`src/rtl/uart_cmd_wrapper.sv`:
```
// 8N1 UART responder: assembles two received bytes (high first) into a 16-bit command
// and serializes a single response byte back to the host.
module uart_cmd_wrapper #(
    parameter logic [15:0] BAUD_CNT    = 16'd868,
    parameter logic [23:0] TIMEOUT_CYC = 24'd1_000_000
) (
    input  logic        clk,
    input  logic        rst_n,
    input  logic        RX,
    output logic        TX,
    output logic [15:0] cmd,
    output logic        cmd_rdy,
    input  logic        clr_cmd_rdy,
    input  logic [7:0]  resp,
    input  logic        send_resp,
    output logic        resp_sent,
    output logic        tx_busy
);

    localparam logic [15:0] BaudLast = BAUD_CNT - 16'd1;
    localparam logic [15:0] HalfLast = (BAUD_CNT >> 1) - 16'd1;
    localparam logic [23:0] ToLast   = TIMEOUT_CYC - 24'd1;

    typedef enum logic [1:0] {RxIdle, RxStart, RxData, RxStop} rx_state_e;
    typedef enum logic {AsmWaitHi, AsmWaitLo} asm_state_e;
    typedef enum logic {TxIdle, TxXmit} tx_state_e;

    // ---------------- RX synchronizer and byte receiver ----------------
    logic        rx_meta_q, rx_sync_q, rx_prev_q;
    rx_state_e   rx_state_q;
    logic [15:0] rx_cnt_q;
    logic [2:0]  rx_bit_q;
    logic [7:0]  rx_shift_q;
    logic        rx_ok_q, rx_err_q;

    always_ff @(posedge clk or negedge rst_n) begin
        if (!rst_n) begin
            rx_meta_q <= 1'b1;
            rx_sync_q <= 1'b1;
            rx_prev_q <= 1'b1;
        end else begin
            rx_meta_q <= RX;
            rx_sync_q <= rx_meta_q;
            rx_prev_q <= rx_sync_q;
        end
    end

    always_ff @(posedge clk or negedge rst_n) begin
        if (!rst_n) begin
            rx_state_q <= RxIdle;
            rx_cnt_q   <= 16'd0;
            rx_bit_q   <= 3'd0;
            rx_shift_q <= 8'h00;
            rx_ok_q    <= 1'b0;
            rx_err_q   <= 1'b0;
        end else begin
            rx_ok_q  <= 1'b0;
            rx_err_q <= 1'b0;
            unique case (rx_state_q)
                RxIdle: begin
                    if (rx_prev_q && !rx_sync_q) begin
                        rx_state_q <= RxStart;
                        rx_cnt_q   <= 16'd0;
                    end
                end
                RxStart: begin
                    // Line back high at half a bit means the start edge was a glitch.
                    if (rx_cnt_q == HalfLast) begin
                        rx_cnt_q   <= 16'd0;
                        rx_bit_q   <= 3'd0;
                        rx_state_q <= rx_sync_q ? RxIdle : RxData;
                    end else begin
                        rx_cnt_q <= rx_cnt_q + 16'd1;
                    end
                end
                RxData: begin
                    if (rx_cnt_q == BaudLast) begin
                        rx_cnt_q   <= 16'd0;
                        rx_shift_q <= {rx_sync_q, rx_shift_q[7:1]};
                        rx_bit_q   <= rx_bit_q + 3'd1;
                        if (rx_bit_q == 3'd7) begin
                            rx_state_q <= RxStop;
                        end
                    end else begin
                        rx_cnt_q <= rx_cnt_q + 16'd1;
                    end
                end
                RxStop: begin
                    if (rx_cnt_q == BaudLast) begin
                        rx_cnt_q   <= 16'd0;
                        rx_state_q <= RxIdle;
                        rx_ok_q    <= rx_sync_q;
                        rx_err_q   <= !rx_sync_q;
                    end else begin
                        rx_cnt_q <= rx_cnt_q + 16'd1;
                    end
                end
                default: rx_state_q <= RxIdle;
            endcase
        end
    end

    // ---------------- command assembly ----------------
    asm_state_e  asm_state_q;
    logic [7:0]  hi_q;
    logic [23:0] to_cnt_q;
    logic [15:0] cmd_q;
    logic        cmd_rdy_q;
    logic        cmd_set;
    logic        cmd_rdy_d;

    always_comb begin
        cmd_set   = (asm_state_q == AsmWaitLo) && rx_ok_q;
        // A completing command beats a simultaneous clear.
        cmd_rdy_d = cmd_set | (cmd_rdy_q & ~clr_cmd_rdy);
    end

    always_ff @(posedge clk or negedge rst_n) begin
        if (!rst_n) begin
            asm_state_q <= AsmWaitHi;
            hi_q        <= 8'h00;
            to_cnt_q    <= 24'd0;
            cmd_q       <= 16'h0000;
            cmd_rdy_q   <= 1'b0;
        end else begin
            cmd_rdy_q <= cmd_rdy_d;
            unique case (asm_state_q)
                AsmWaitHi: begin
                    if (rx_ok_q) begin
                        hi_q        <= rx_shift_q;
                        to_cnt_q    <= 24'd0;
                        asm_state_q <= AsmWaitLo;
                    end
                end
                AsmWaitLo: begin
                    if (rx_ok_q) begin
                        cmd_q       <= {hi_q, rx_shift_q};
                        asm_state_q <= AsmWaitHi;
                    end else if (rx_err_q) begin
                        asm_state_q <= AsmWaitHi;
                    end else if (rx_state_q == RxIdle) begin
                        if (to_cnt_q == ToLast) begin
                            asm_state_q <= AsmWaitHi;
                        end else begin
                            to_cnt_q <= to_cnt_q + 24'd1;
                        end
                    end
                end
                default: asm_state_q <= AsmWaitHi;
            endcase
        end
    end

    // ---------------- response transmitter ----------------
    tx_state_e   tx_state_q;
    logic [15:0] tx_cnt_q;
    logic [3:0]  tx_bit_q;
    logic [8:0]  tx_shift_q;
    logic        tx_q, tx_busy_q, resp_sent_q;

    always_ff @(posedge clk or negedge rst_n) begin
        if (!rst_n) begin
            tx_state_q  <= TxIdle;
            tx_cnt_q    <= 16'd0;
            tx_bit_q    <= 4'd0;
            tx_shift_q  <= 9'h1ff;
            tx_q        <= 1'b1;
            tx_busy_q   <= 1'b0;
            resp_sent_q <= 1'b0;
        end else begin
            resp_sent_q <= 1'b0;
            unique case (tx_state_q)
                TxIdle: begin
                    if (send_resp) begin
                        tx_shift_q <= {1'b1, resp};
                        tx_q       <= 1'b0;
                        tx_busy_q  <= 1'b1;
                        tx_cnt_q   <= 16'd0;
                        tx_bit_q   <= 4'd0;
                        tx_state_q <= TxXmit;
                    end
                end
                TxXmit: begin
                    if (tx_cnt_q == BaudLast) begin
                        tx_cnt_q <= 16'd0;
                        if (tx_bit_q == 4'd9) begin
                            tx_state_q  <= TxIdle;
                            tx_busy_q   <= 1'b0;
                            resp_sent_q <= 1'b1;
                            tx_q        <= 1'b1;
                        end else begin
                            tx_bit_q   <= tx_bit_q + 4'd1;
                            tx_q       <= tx_shift_q[0];
                            tx_shift_q <= {1'b1, tx_shift_q[8:1]};
                        end
                    end else begin
                        tx_cnt_q <= tx_cnt_q + 16'd1;
                    end
                end
                default: tx_state_q <= TxIdle;
            endcase
        end
    end

    assign TX        = tx_q;
    assign tx_busy   = tx_busy_q;
    assign resp_sent = resp_sent_q;
    assign cmd       = cmd_q;
    assign cmd_rdy   = cmd_rdy_q;

endmodule
```
`config.mk`:
```
export PLATFORM = sky130hd
export DESIGN_NAME = uart_cmd_wrapper
export DESIGN_NICKNAME = d
export VERILOG_FILES = /design/src/rtl/uart_cmd_wrapper.sv
export SDC_FILE = /design/constraint.sdc
export NUM_CORES = 1
export LEC_CHECK = 0
export ABC_AREA = 1
export ABC_CLOCK_PERIOD_IN_PS = 1500
export CAP_MARGIN = 20
export CORE_MARGIN = 3
export CORE_UTILIZATION = 40
export CTS_BUF_LIST = sky130_fd_sc_hd__clkbuf_4
export DETAILED_ROUTE_END_ITERATION = 8
export PLACE_DENSITY = 0.7
export SLEW_MARGIN = 20
export SYNTH_ARGS = -nofsm -noshare
export SYNTH_HDL_FRONTEND = slang
export SYNTH_SLANG_ARGS = --single-unit
```
`constraint.sdc`:
```
create_clock -name clk -period 1.5 [get_ports clk]
set_input_delay 0.375 -clock clk [delete_from_list [all_inputs] [get_ports clk]]
set_output_delay 0.375 -clock clk [all_outputs]
set_load 0.01 [all_outputs]
```
**Word-level counts from Yosys, hierarchy flattened**

Cells that the tools add are included.
W data, S select, Z words.

- Output and inout bits: 20
- ROM bits: 0
- Bits of input ports: 13
- Logic and storage cells: 125
- Flip-flop bits (word level): 117
- Bits in latches: 0
- Memories: 0
- Bits in writable memories: 0

- Muxes and demuxes: 56
- $mul: 0
- Bitwise operators: 5
- Order comparisons: 0
- Reduce and logical (&&, ||, !) cells: 15
- Add/subtract/negate cells: 5
- Div/mod/pow operators: 0
- Shifts and indexed selects: 0
- Equality and inequality tests: 23

Operator list:

| operator | count |
|---|---|
| $mux W24 | 5 |
| $mux W16 | 5 |
| $pmux W16 S3 | 1 |
| $pmux W24 S2 | 1 |
| $add A16 B1 Y16 const B | 2 |
| $eq A16 B10 Y1 const B | 2 |
| $pmux W16 S2 | 1 |
| $mux W9 | 3 |
| $add A24 B1 Y24 const B | 1 |
| $eq A24 B20 Y1 const B | 1 |
| $ne A2 B2 Y1 const B | 11 |
| $mux W1 | 21 |
| $pmux W9 S2 | 1 |
| $eq A16 B9 Y1 const B | 1 |
| $mux W2 | 6 |
| $mux W4 | 3 |
| $reduce_and A5 Y1 | 2 |
| $reduce_and A3 Y1 | 3 |
| $pmux W1 S2 | 4 |
| $pmux W2 S4 | 1 |
| $pmux W4 S2 | 1 |
| $reduce_and A2 Y1 | 4 |
| $mux W3 | 2 |
| $ne A2 B1 Y1 const B | 3 |
| 15 further kinds | 19 |

**Depth between registers and ports, before layout**

- Depth in word-level cells: 6
- Depth in mapped cells: 12
- Mapped depth without buffers: 11

**Worst setup path before layout**

Ideal clock, no wire load.

- Kind: reg-to-reg
- Start: register rx_cnt_q[0]
- End: register rx_cnt_q[14]
- Required time: 1.374 ns
- Library setup time: 0.126 ns
- Slack: 0.006 ns
- Path buffers: 0
- Period minus slack after synthesis: 1.494 ns
- Data arrival time: 1.367 ns
- Cell stages (with the launch flop): 9
- Cells stage by stage: dfrtp_1 ha_1 nand2_1 nor2_1 inv_1 nor3_2 nand4_1 nand3_1 o21ai_0

- Longest elaborated chain between the ends: 3
- Elaborated cells between the ends (all ways): 6
- Those cells by class: 1 x add/sub; 2 x eq/ne; 3 x mux

Ends and longest elaborated chain:

| item | line | text |
|---|---|---|
| start: declaration | 31 | `logic [15:0] rx_cnt_q;` |
| start signal: assignment | 73 | `rx_cnt_q <= rx_cnt_q + 16'd1;` |
| start signal: assignment | 85 | `rx_cnt_q <= rx_cnt_q + 16'd1;` |
| start signal: assignment | 95 | `rx_cnt_q <= rx_cnt_q + 16'd1;` |
| $add A16 B1 Y16 (tied with other cells) | 73, 85, 95 |  |
| $mux W16 (on tied branches) | 77, 89, 68 |  |
| $pmux W16 S3 * | 59 | `unique case (rx_state_q)` |

Mark *: on every way between the ends. The rest lies on a longest branch, timed or not.
A chain may end at the register's enable or synchronous reset.

**Worst setup path after layout**

- Start: register to_cnt_q[16]
- End: register to_cnt_q[2]

- Longest elaborated chain between the ends: 3

Ends and longest elaborated chain:

| item | line | text |
|---|---|---|
| start: declaration | 106 | `logic [23:0] to_cnt_q;` |
| start signal: assignment | 145 | `to_cnt_q <= to_cnt_q + 24'd1;` |
| $eq A24 B20 Y1 | 142 | `if (to_cnt_q == ToLast) begin` |
| $ne A2 B2 Y1 (no source line) | n/a |  |
| $reduce_and A5 Y1 (no source line) | n/a |  |

No other way between the ends.

==> metrics list <==
* Status: finished with violations
- The checks that failed: setup timing.
* Number of global-route vias before repair: 5136
- Once detailed placement completed, the half-perimeter wirelength came to 9480 microns.
- For this design the top-level I/O count stands at 33.
- Number of remaining DRC errors: 0
* Min-delay worst type: primary input to register
* Share of Yosys cell area claimed by the top area cell type: 43.4%
- Multi-input combinational cell area: 0.00339 sq mm
* Maximum capacitance violations: 0
- Leftover overflow at the end of global routing: 0
- Number of endpoints with negative hold slack in the final report: 0
- From synthesis to final layout, the design area changed by 42.3%.
* Final ANT Viol Nets: 0
- Number of port buffers: 32
* Most frequent cells in the layout: sky130_fd_sc_hd__nand2_1, sky130_fd_sc_hd__buf_4, sky130_fd_sc_hd__dfrtp_1, sky130_fd_sc_hd__inv_1, sky130_fd_sc_hd__nor2_1
- For this design the static power due to leakage is 3.91 nW.
- Wire length of the first global-routing pass: 23300 microns
* Routed Wire Length: 15700 microns
- Counting both buffers and inverters, the worst setup path holds a total of 2.
- GR met2 Demand/Resource: 27.4%
- Share of cells above drive strength 1: 40.5%
* Cells traversed along the worst timing path: nand2_1 > nor2_2 > inv_1 > nor2_4 > nand3_2 > nand2_4 > buf_12 > nand3_1 > o21ai_0
- The finished cells cover 0.00853 sq mm.
- Slew margin rel.: 74.5%
- Critical path start-end classification: register to register
* Post-synthesis sequential area ratio: 48.7%
* Routed vias: 5620
- Post-Synthesis Net Count: 767
- Met1 track demand over resource: 22.9%
- Derived from the worst setup path, the maximum achievable clock frequency is 0.631 GHz.
* Most common library cell in the layout ignoring fill and taps: sky130_fd_sc_hd__nand2_1
- met2 is the most crowded layer.
* Number of max-slew violations in the final report: 0
* Flip-flop and latch count after synthesis: 116
* Synthesis warning total: 0
- In this run the worst path has a maximum fanout of 16.
- Antenna Cells: 0
- The number of antenna violations at the first check in global routing was 0.
- The region available for standard cell placement spans 0.0146 sq mm.
- In this design, the largest share of critical-path delay is due to simple AND/OR/NAND/NOR gates.
* Portion of the clock cycle consumed by the worst path in the final layout: 106%
- CTS tree: done
- Dividing the detail-routed wire length by the instance count gives 14.2 microns.
- Using the TritonRoute via totals, the vias-per-cell ratio works out to 5.09.
- Critical path data arrival time: 2030 ps
* Instance area after placement: 0.00719 sq mm
- Post-synthesis average cell area: 8.04 sq um
* Post-Syn Area: 0.00600 sq mm
- Net count, final: 930
* Unrepaired setup endpoints after global routing: true
- Clock Latency Late Sink: 540 ps
* CP peak stage delay: 400 ps
- Sort of element at the start of the critical path: register
- Critical Path RT: 1940 ps
- Clock buffers created by TritonCTS: 17
- Across the whole layout, storage elements account for 0.00292 sq mm.
- Total power density per cell area: 946 mW/mm^2
- Maximum ir drop on the vdd rail: 0.000743 V
- On the final layout, the worst hold slack is 290 ps.
- Worst slew pin tran: 378 ps
* Iteration count of the initial detailed-routing pass: 5
- In the post-route analysis, the smallest setup slack over all paths is -85.4 ps.
- Count of cell types in the netlist: 38
- The clock passes through at most 2 buffers.
- From bottom edge to top edge, the die measures 128 microns.
- Number of levels the H-tree was split into: 4
* Leading post-synthesis cells by cell area: sky130_fd_sc_hd__dfrtp_1, sky130_fd_sc_hd__nand2_1, sky130_fd_sc_hd__nor2_1, sky130_fd_sc_hd__inv_1, sky130_fd_sc_hd__dfstp_2
* GR Util All Layers: 17.2%
* Fillers: 1206
- The floorplan step defined a die boundary enclosing 0.0165 sq mm.
* Initial drt markers: 349
* Worst-path clk slew: 120 ps
* Cell count after synthesis: 746
- Between clock sinks in the finished design, the worst skew comes to 16.1 ps.
* Total number of placement rows: 44
* Count of endpoints failing setup in the final report: 38
* Largest net degree at the start of global routing: 68
* Buffer cell driving the clock tree root: sky130_fd_sc_hd__clkbuf_4
* Horizontal extent of the die: 128 microns
* Type of element capturing the critical path: register
- Largest area contributor in the netlist: sky130_fd_sc_hd__dfrtp_1
* Clock period minus final worst setup slack: 1590 ps
- Met3 GRT Util: 4.65%
- Final GP Congestion: 0.923
- The slowest stage of the critical path belongs to the cell sky130_fd_sc_hd__dfrtp_1.
- Starting utilization of the core area: 41.1%
- The clock net in this run drives a total of 116 sinks.
flip-flops by register name, indices dropped and copies added (netlist names), 3 cells and up, named ones only:
name,cells
hi_q,8
cmd,16
rx_shift_q,8
tx_cnt_q,16
rx_cnt_q,16
to_cnt_q,24
rx_bit_q,3
tx_shift_q,8
tx_bit_q,4
cells in the mapped netlist:
cell type / count
sky130_fd_sc_hd__o21ai_1: 7
sky130_fd_sc_hd__and2_1: 1
sky130_fd_sc_hd__nand3_1: 53
sky130_fd_sc_hd__nand2_4: 1
sky130_fd_sc_hd__buf_1: 1
sky130_fd_sc_hd__nor3_2: 1
sky130_fd_sc_hd__a21oi_2: 1
sky130_fd_sc_hd__nor3_1: 5
sky130_fd_sc_hd__nand3_2: 5
sky130_fd_sc_hd__a21oi_1: 10
sky130_fd_sc_hd__mux2_2: 7
sky130_fd_sc_hd__buf_6: 2
sky130_fd_sc_hd__nor3b_1: 1
sky130_fd_sc_hd__o21ai_0: 59
sky130_fd_sc_hd__nor2_1: 90
sky130_fd_sc_hd__xor2_1: 20
sky130_fd_sc_hd__o221ai_1: 1
sky130_fd_sc_hd__xnor2_1: 5
sky130_fd_sc_hd__nand2_1: 192
sky130_fd_sc_hd__buf_2: 7
sky130_fd_sc_hd__clkbuf_1: 4
sky130_fd_sc_hd__nor4_1: 2
sky130_fd_sc_hd__o22ai_1: 19
sky130_fd_sc_hd__buf_8: 2
sky130_fd_sc_hd__nor2_2: 4
sky130_fd_sc_hd__inv_1: 85
sky130_fd_sc_hd__clkbuf_2: 1
sky130_fd_sc_hd__nand3b_1: 2
sky130_fd_sc_hd__a31oi_1: 2
sky130_fd_sc_hd__a22o_1: 1
sky130_fd_sc_hd__ha_1: 8
sky130_fd_sc_hd__nand2_2: 4
sky130_fd_sc_hd__dfrtp_1: 104
sky130_fd_sc_hd__mux2i_1: 7
sky130_fd_sc_hd__nor2_4: 1
sky130_fd_sc_hd__nand4_1: 15
sky130_fd_sc_hd__dfstp_2: 12
sky130_fd_sc_hd__or2_2: 4
routing by layer:
metal | routed length, microns | share of wire, %
met1 | 6980 | 44
met2 | 7630 | 49
met5 | 0 | 0
met4 | 410 | 2.6
met3 | 680 | 4.3
worst reg2reg max path, cell delays in order, from the launching register on:
cell and delay [ps]:
sky130_fd_sc_hd__dfrtp_1 400, sky130_fd_sc_hd__nand2_1 130, sky130_fd_sc_hd__nor2_2 170, sky130_fd_sc_hd__inv_1 90, sky130_fd_sc_hd__nor2_4 100, sky130_fd_sc_hd__nand3_2 100
sky130_fd_sc_hd__nand2_4 140, sky130_fd_sc_hd__buf_12 160, sky130_fd_sc_hd__nand3_1 90, sky130_fd_sc_hd__o21ai_0 140
worst paths after layout:
path                       slack (ps)                       end  cells past startpoint                startpoint
min in group asynchronous         340  to_cnt_q[10]$_DFFE_PN0P_                      3                     rst_n
max                               -90   to_cnt_q[2]$_DFFE_PN0P_                      9  to_cnt_q[16]$_DFFE_PN0P_
min                               290       rx_meta_q$_DFF_PN1_                      1                        RX
max in group asynchronous         760       rx_sync_q$_DFF_PN1_                      3                     rst_n
max reg2reg                       -90   to_cnt_q[2]$_DFFE_PN0P_                      9  to_cnt_q[16]$_DFFE_PN0P_
min reg2reg                       360       rx_sync_q$_DFF_PN1_                      0       rx_meta_q$_DFF_PN1_
layout make-up:
| class | instances | area share [%] |
|---|---|---|
| sequential | 116 | 34.2 |
| multi-input combinational | 531 | 39.8 |
| clock inverter | 14 | 2.10 |
| clock buffer | 17 | 1.50 |
| timing repair buffer | 158 | 15.9 |
| inverter | 85 | 3.80 |
| tap | 184 | 2.70 |
power breakdown:
| group | leakage (nW) | switching [mW] | internal, mW |
|---|---|---|---|
| combinational | 2.23 | 0.956 | 0.892 |
| sequential | 1.52 | 0.302 | 3.43 |
| clock | 0.155 | 1.32 | 1.17 |
| total | 3.91 | 2.58 | 5.49 |
logic make-up (layout without fill, tap and decap cells):
family	Yosys count	count (layout)	share of synthesized area (%)
simple gates	381	384	27.4
xor+xnor	25	25	3.65
mux	14	14	2.48
compound gates	100	100	8.97
flops	116	116	48.7
buf+inv	102	274	7.18
fa+ha+maj	8	8	1.67
metrics by stage:
stage	TNS (ps)	worst slack [ps]	std cells	utilization, %	total power [mW]
2_1_floorplan	0	6.22	746	-	4.45
3_3_place_gp	-332	-35.7	1036	49.3	5.02
3_5_place_dp	-2550	-107	1036	49.3	5.06
4_1_cts	-690	-104	1073	52.1	7.80
5_1_grt	-7320	-152	1105	58.5	8.55
6_report	-1770	-85.4	1105	58.5	8.07
what timing repair did:
| item | CTS | global route |
|---|---|---|
| hold buffers | 1 | 0 |
| gates cloned | 0 | 7 |
| hold endpoints to repair | 104 | 0 |
| endpoints found under the setup margin | 69 | 94 |
| resized for setup | 133 | 179 |
| pin swaps | 16 | 47 |
| setup buffers | 5 | 25 |
(Power assumes the default switching activity.)
